### src/rtl/matrix_result_capture.sv
// Captures Datapath stores that land in the result-matrix window, queues {index, data}, drains over valid/ready.
// Build with RESULT_CHECKSUM_EN defined to get a wrap-around sum of all counted hit data on Checksum.
module matrix_result_capture #(
  parameter int          N         = 4,
  parameter int          DEPTH     = 8,
  parameter logic [31:0] BASE_ADDR = 32'h0000_0100
) (
  input  logic                    Clk,
  input  logic                    Reset,
  input  logic                    WrEn,
  input  logic [31:0]             WrAddr,
  input  logic [31:0]             Writedata,
  output logic [31:0]             OutData,
  output logic [$clog2(N*N)-1:0]  OutIndex,
  output logic                    OutValid,
  input  logic                    OutReady,
  output logic                    Done,
  output logic                    Overflow,
  output logic [31:0]             Checksum
);
  localparam int NN = N * N;
  localparam int IW = $clog2(NN);
  localparam int CW = $clog2(NN + 1);
  localparam int PW = $clog2(DEPTH);
  localparam int OW = $clog2(DEPTH + 1);
  localparam logic [32:0] END_ADDR = {1'b0, BASE_ADDR} + 33'(4 * NN);

  typedef enum logic [1:0] {S_IDLE, S_CAPTURE, S_DRAIN, S_FINISHED} state_t;

  state_t        state;
  logic [IW-1:0] idx_mem [DEPTH];
  logic [31:0]   dat_mem [DEPTH];
  logic [PW-1:0] wr_ptr, rd_ptr;
  logic [OW-1:0] occ;
  logic [CW-1:0] cap_cnt, cnt_nxt;
  logic [31:0]   offset;
  logic [IW-1:0] hit_idx;
  logic          hit, accept, full, pop, push, drop;

  always_comb begin
    offset  = WrAddr - BASE_ADDR;
    hit_idx = IW'(offset >> 2);
    hit     = WrEn && (WrAddr[1:0] == 2'b00) && (WrAddr >= BASE_ADDR) && ({1'b0, WrAddr} < END_ADDR);
    accept  = hit && ((state == S_IDLE) || (state == S_CAPTURE));
    full    = (occ == OW'(DEPTH));
    pop     = OutValid && OutReady;
    // A full FIFO still takes the word when the head leaves in the same cycle.
    push    = accept && (!full || pop);
    drop    = accept && full && !pop;
    cnt_nxt = (accept && (cap_cnt != CW'(NN))) ? cap_cnt + CW'(1) : cap_cnt;
  end

  assign OutValid = (occ != '0);
  assign OutData  = OutValid ? dat_mem[rd_ptr] : '0;
  assign OutIndex = OutValid ? idx_mem[rd_ptr] : '0;

  always_ff @(posedge Clk) begin
    if (push) begin
      idx_mem[wr_ptr] <= hit_idx;
      dat_mem[wr_ptr] <= Writedata;
    end
  end

  always_ff @(posedge Clk) begin
    if (!Reset) begin
      state    <= S_IDLE;
      wr_ptr   <= '0;
      rd_ptr   <= '0;
      occ      <= '0;
      cap_cnt  <= '0;
      Overflow <= 1'b0;
      Done     <= 1'b0;
    end else begin
      if (push) wr_ptr <= wr_ptr + PW'(1);
      if (pop)  rd_ptr <= rd_ptr + PW'(1);
      case ({push, pop})
        2'b10:   occ <= occ + OW'(1);
        2'b01:   occ <= occ - OW'(1);
        default: ;
      endcase
      if (drop) Overflow <= 1'b1;
      cap_cnt <= cnt_nxt;
      case (state)
        S_IDLE, S_CAPTURE: begin
          if (cnt_nxt == CW'(NN)) state <= S_DRAIN;
          else if (accept)        state <= S_CAPTURE;
        end
        S_DRAIN: begin
          if (occ == '0) begin
            state <= S_FINISHED;
            Done  <= 1'b1;
          end
        end
        S_FINISHED: ;
      endcase
    end
  end

`ifdef RESULT_CHECKSUM_EN
  logic [31:0] sum;
  always_ff @(posedge Clk) begin
    if (!Reset)      sum <= '0;
    else if (accept) sum <= sum + Writedata;
  end
  assign Checksum = sum;
`else
  assign Checksum = '0;
`endif

endmodule

### config.mk
export PLATFORM = sky130hd
export DESIGN_NAME = matrix_result_capture
export DESIGN_NICKNAME = d
export VERILOG_FILES = /design/src/rtl/matrix_result_capture.sv
export SDC_FILE = /design/constraint.sdc
export NUM_CORES = 1
export LEC_CHECK = 0
export ABC_CLOCK_PERIOD_IN_PS = 11600
export CORE_UTILIZATION = 53
export DETAILED_ROUTE_END_ITERATION = 8
export PLACE_DENSITY_LB_ADDON = 0.2
export RECOVER_POWER = 100
export SYNTH_ARGS = -nofsm -noshare
export SYNTH_HDL_FRONTEND = slang
export SYNTH_SLANG_ARGS = --single-unit
### constraint.sdc
create_clock -name Clk -period 11.6 [get_ports Clk]
set_clock_uncertainty 0.15 [all_clocks]
set_input_delay 2.32 -clock Clk [delete_from_list [all_inputs] [get_ports Clk]]
set_output_delay 2.32 -clock Clk [all_outputs]
set_load 0.05 [all_outputs]
==> impl_metrics.yaml <==
hold_path:
  hp-class: "flop to flop"
global_routing:
  groute.usage.overall: 0.1994
  grt_pass1_wl_mm: 35.71
  via_count_of_the_first_global_routing_pass: 6327
  pin_count_of_the_biggest_net_entering_global_routing: 73
  antenna_found_initial: 2
  gr-total-overflow: 0
routing:
  route.antenna.remaining_nets: 0
  dr.first_iter.drc_count: 428
  routed-via-count: 6061
  via_per_inst: 5.525
  firstDrtPassIters: 4
  avgRoutedWirePerCell_um: 21.23
  detail_route.wirelength_mm: 23.29
  post-route-drc-count: 0
worst_setup_path:
  critical_path_launch_point_type: "input port"
  worst_ep_required_time_ps: 11580
  timing_worst_setup_path_type: "input port to flop"
  timing.critical_path.to_type: "flop"
  path_max_fanout: 24
  cp.arrival_ps: 7930
yosys:
  yosysTopAreaCellShare: 0.6952
  async_flop_share: 0
  synth_warnings: 0
  synthTopCellsByCount: "288 x sky130_fd_sc_hd__edfxtp_1, 72 x sky130_fd_sc_hd__mux4_2, 46 x sky130_fd_sc_hd__mux2i_1, 41 x sky130_fd_sc_hd__nor2_1, 32 x sky130_fd_sc_hd__buf_4"
  syn_inst: 633
  post_synth_main_area_contributors: "sky130_fd_sc_hd__edfxtp_1 70%, sky130_fd_sc_hd__mux4_2 13%, sky130_fd_sc_hd__mux2i_1 3.7%, sky130_fd_sc_hd__dfxtp_1 3.5%, sky130_fd_sc_hd__buf_4 1.9%"
  synth_seq_area_share: 0.7306
  post_synthesis_cell_area_mm2: 0.01244
  top_cell_type_by_total_area_after_synthesis: "sky130_fd_sc_hd__edfxtp_1"
  synth_xor_xnor_area_share: 0.004929
  synth_top_family_by_area: "multiplexers"
  synth-compound-area-share: 0.009254
  synth.lib_cells_used.distinct: 42
  count_of_flip_flops_with_a_built_in_enable_after_synthesis: 288
  ys_ff_latch: 310
  post_synth_fa_ha_maj_area_fraction: 0.007644
  yosys.area_share.simple: 0.04898
  muxShareOfSynthArea: 0.1674
  ys_dominant_reg_cell: "sky130_fd_sc_hd__edfxtp_1"
  synth.most_common_cell: "sky130_fd_sc_hd__edfxtp_1"
  syn_area_per_cell_um2: 19.65
clock_network:
  cts-hold-fix-buffers: 0
  clkLatencyLatePin_ps: 540
  h-tree-depth: 1
  cts-root-to-sink-buffers: 3
  tritoncts_clock_tree: "done"
  tritoncts.num_buffers: 31
  cts_root_buffer: "sky130_fd_sc_hd__clkbuf_16"
  worst_setup_hold_path_clk_slew_ps: 60
  ctsResizeCount: 0
  cts_sinks: 310
  post-cts-setup-buffers: 0
floorplan:
  initial_utilization: 0.5445
  floorplan.core_area_mm2: 0.02285
  design.die.area_mm2: 0.02409
  num_rows: 55
  die_height_um: 155.2
  floorplan.die.width_um: 155.2
  design.portCount: 139
placement:
  place_worst_setup_slack_ps: 5510
  io_buffers: 106
  gp_congestion: 0.7767
  place_hpwl_mm: 13.25
job:
  cap_violations: 13
status:
  status: "finished, violations left"
  failed_checks: "capacitance limit, slew limit"
timing:
  worst_slew_pin_slew_ps: 3619
  fmaxAchievable_mhz: 125.8
  finalSetupTns_ps: 0
  slew_headroom: -1.416
  setup_repair_after_global_routing_missed_its_margin: "false"
  final.min_clock_period_ps: 7949
  timing_max_transition_violations_final: 315
  setup_viol: 0
  final.setup.worst_slack_ps: 3651
  final_hold_viol_count: 0
  min_period_over_period: 0.6852
power_and_ir_drop:
  power.share.clock: 0.436
  power.switching_w: 0.0004319
  cellLeakagePower_nw: 4.713
  internal-power_w: 0.001836
  vdd_drop_max_uv: 117.4
  netSwitchingFraction: 0.1904
  pwr-share-comb: 0.026
  share_seq_of_total_power: 0.538
  cellPowerDensity_mw_per_mm2: 154.0
finish:
  drive_above_1_share: 0.1622
  finish.net_count: 835
  layout.filler_cells: 1616
  area.growth.synth_to_final_pct: 18.38
## worst max-delay path, stage by stage
cell,delay (ps)
sky130_fd_sc_hd__dlygate4sd3_1,540
sky130_fd_sc_hd__nor4_1,430
sky130_fd_sc_hd__nand4_1,290
sky130_fd_sc_hd__or3_1,530
sky130_fd_sc_hd__nor4b_1,2410
sky130_fd_sc_hd__clkbuf_1,1390
## placed cells by master (no fill, tap or decap), types with 19 or more instances in the layout
cell type,count
sky130_fd_sc_hd__edfxtp_1,288
sky130_fd_sc_hd__dfxtp_1,20
sky130_fd_sc_hd__conb_1,32
sky130_fd_sc_hd__dlygate4sd3_1,75
sky130_fd_sc_hd__mux2i_1,46
sky130_fd_sc_hd__clkdlybuf4s50_1,31
sky130_fd_sc_hd__mux4_2,72
sky130_fd_sc_hd__clkbuf_1,19
sky130_fd_sc_hd__nor2_1,41
sky130_fd_sc_hd__clkbuf_16,31
## through the flow
step	hold WS [ps]	util	std cells	cell area [µm²]	total power (W)
6_report	341.2	0.6445	1097	14730	0.002268
5_1_grt	374.4	0.6445	1097	14730	0.002330
4_1_cts	352.9	0.6508	1096	14870	0.002288
3_5_place_dp	345.5	0.6063	1040	13850	0.001304
3_3_place_gp	319.2	0.6063	1040	13850	0.001302
2_1_floorplan	316.7	-	664	12560	0.001278
## final cells by class
type | instances | area [µm²] | share of cell area
sequential | 310 | 9094 | 0.6176
inverter | 7 | 26.28 | 0.001784
multi-input combinational | 286 | 3052 | 0.2072
timing repair buffer | 124 | 1144 | 0.07766
antenna | 1 | 2.502 | 0.0001699
tap | 313 | 391.6 | 0.02660
clock inverter | 20 | 221.5 | 0.01504
clock buffer | 36 | 794.5 | 0.05396
## worst paths after layout
check,start,endpoint,slack (ps),cells after the start
min reg2reg,Done$_SDFFE_PN0P_,Done$_SDFFE_PN0P_,340,2
min,Done$_SDFFE_PN0P_,Done$_SDFFE_PN0P_,340,2
max,WrAddr[28],dat_mem[2][25]$_DFFE_PP_,3650,6
max reg2reg,state[1]$_SDFFE_PN0P_,dat_mem[2][25]$_DFFE_PP_,5910,5
## cell families (layout without fill, tap and decap cells)
group / count (synthesis) / in the layout
AO/OA/AOI/OAI: 15 / 15
multiplexers: 118 / 118
XOR/XNOR: 7 / 7
other: 1 / 33
buffers and inverters: 68 / 187
adder cells (fa/ha/maj): 7 / 7
AND/OR/NAND/NOR: 107 / 107
flip-flops: 310 / 310
## flip-flops by register name, summed over array words and instances, names as in the netlist, named ones only
name / count
occ: 4
dat_mem: 256
cap_cnt: 5
Overflow: 1
wr_ptr: 3
Done: 1
rd_ptr: 3
idx_mem: 32
state: 2
## per-layer routing
metal | track usage | vias up | share of wire
met5 | 0 | - | 0.00043
met4 | 0.05789 | 2 | 0.017
met3 | 0.03593 | 33 | 0.067
met2 | 0.3378 | 223 | 0.50
met1 | 0.2674 | 3080 | 0.41
li1 | - | 2723 | -
## power groups by stage
stage / Combinational [W] / Sequential [W] / Clock, W
after floorplan: 0.0000336 / 0.00124 / 0
final: 0.0000590 / 0.00122 / 0.000989
after global placement: 0.0000586 / 0.00124 / 0
after detailed placement: 0.0000611 / 0.00124 / 0
after CTS: 0.0000614 / 0.00122 / 0.00101
after global routing: 0.0000624 / 0.00122 / 0.00105
No activity file was read; power rests on OpenSTA's default activity.
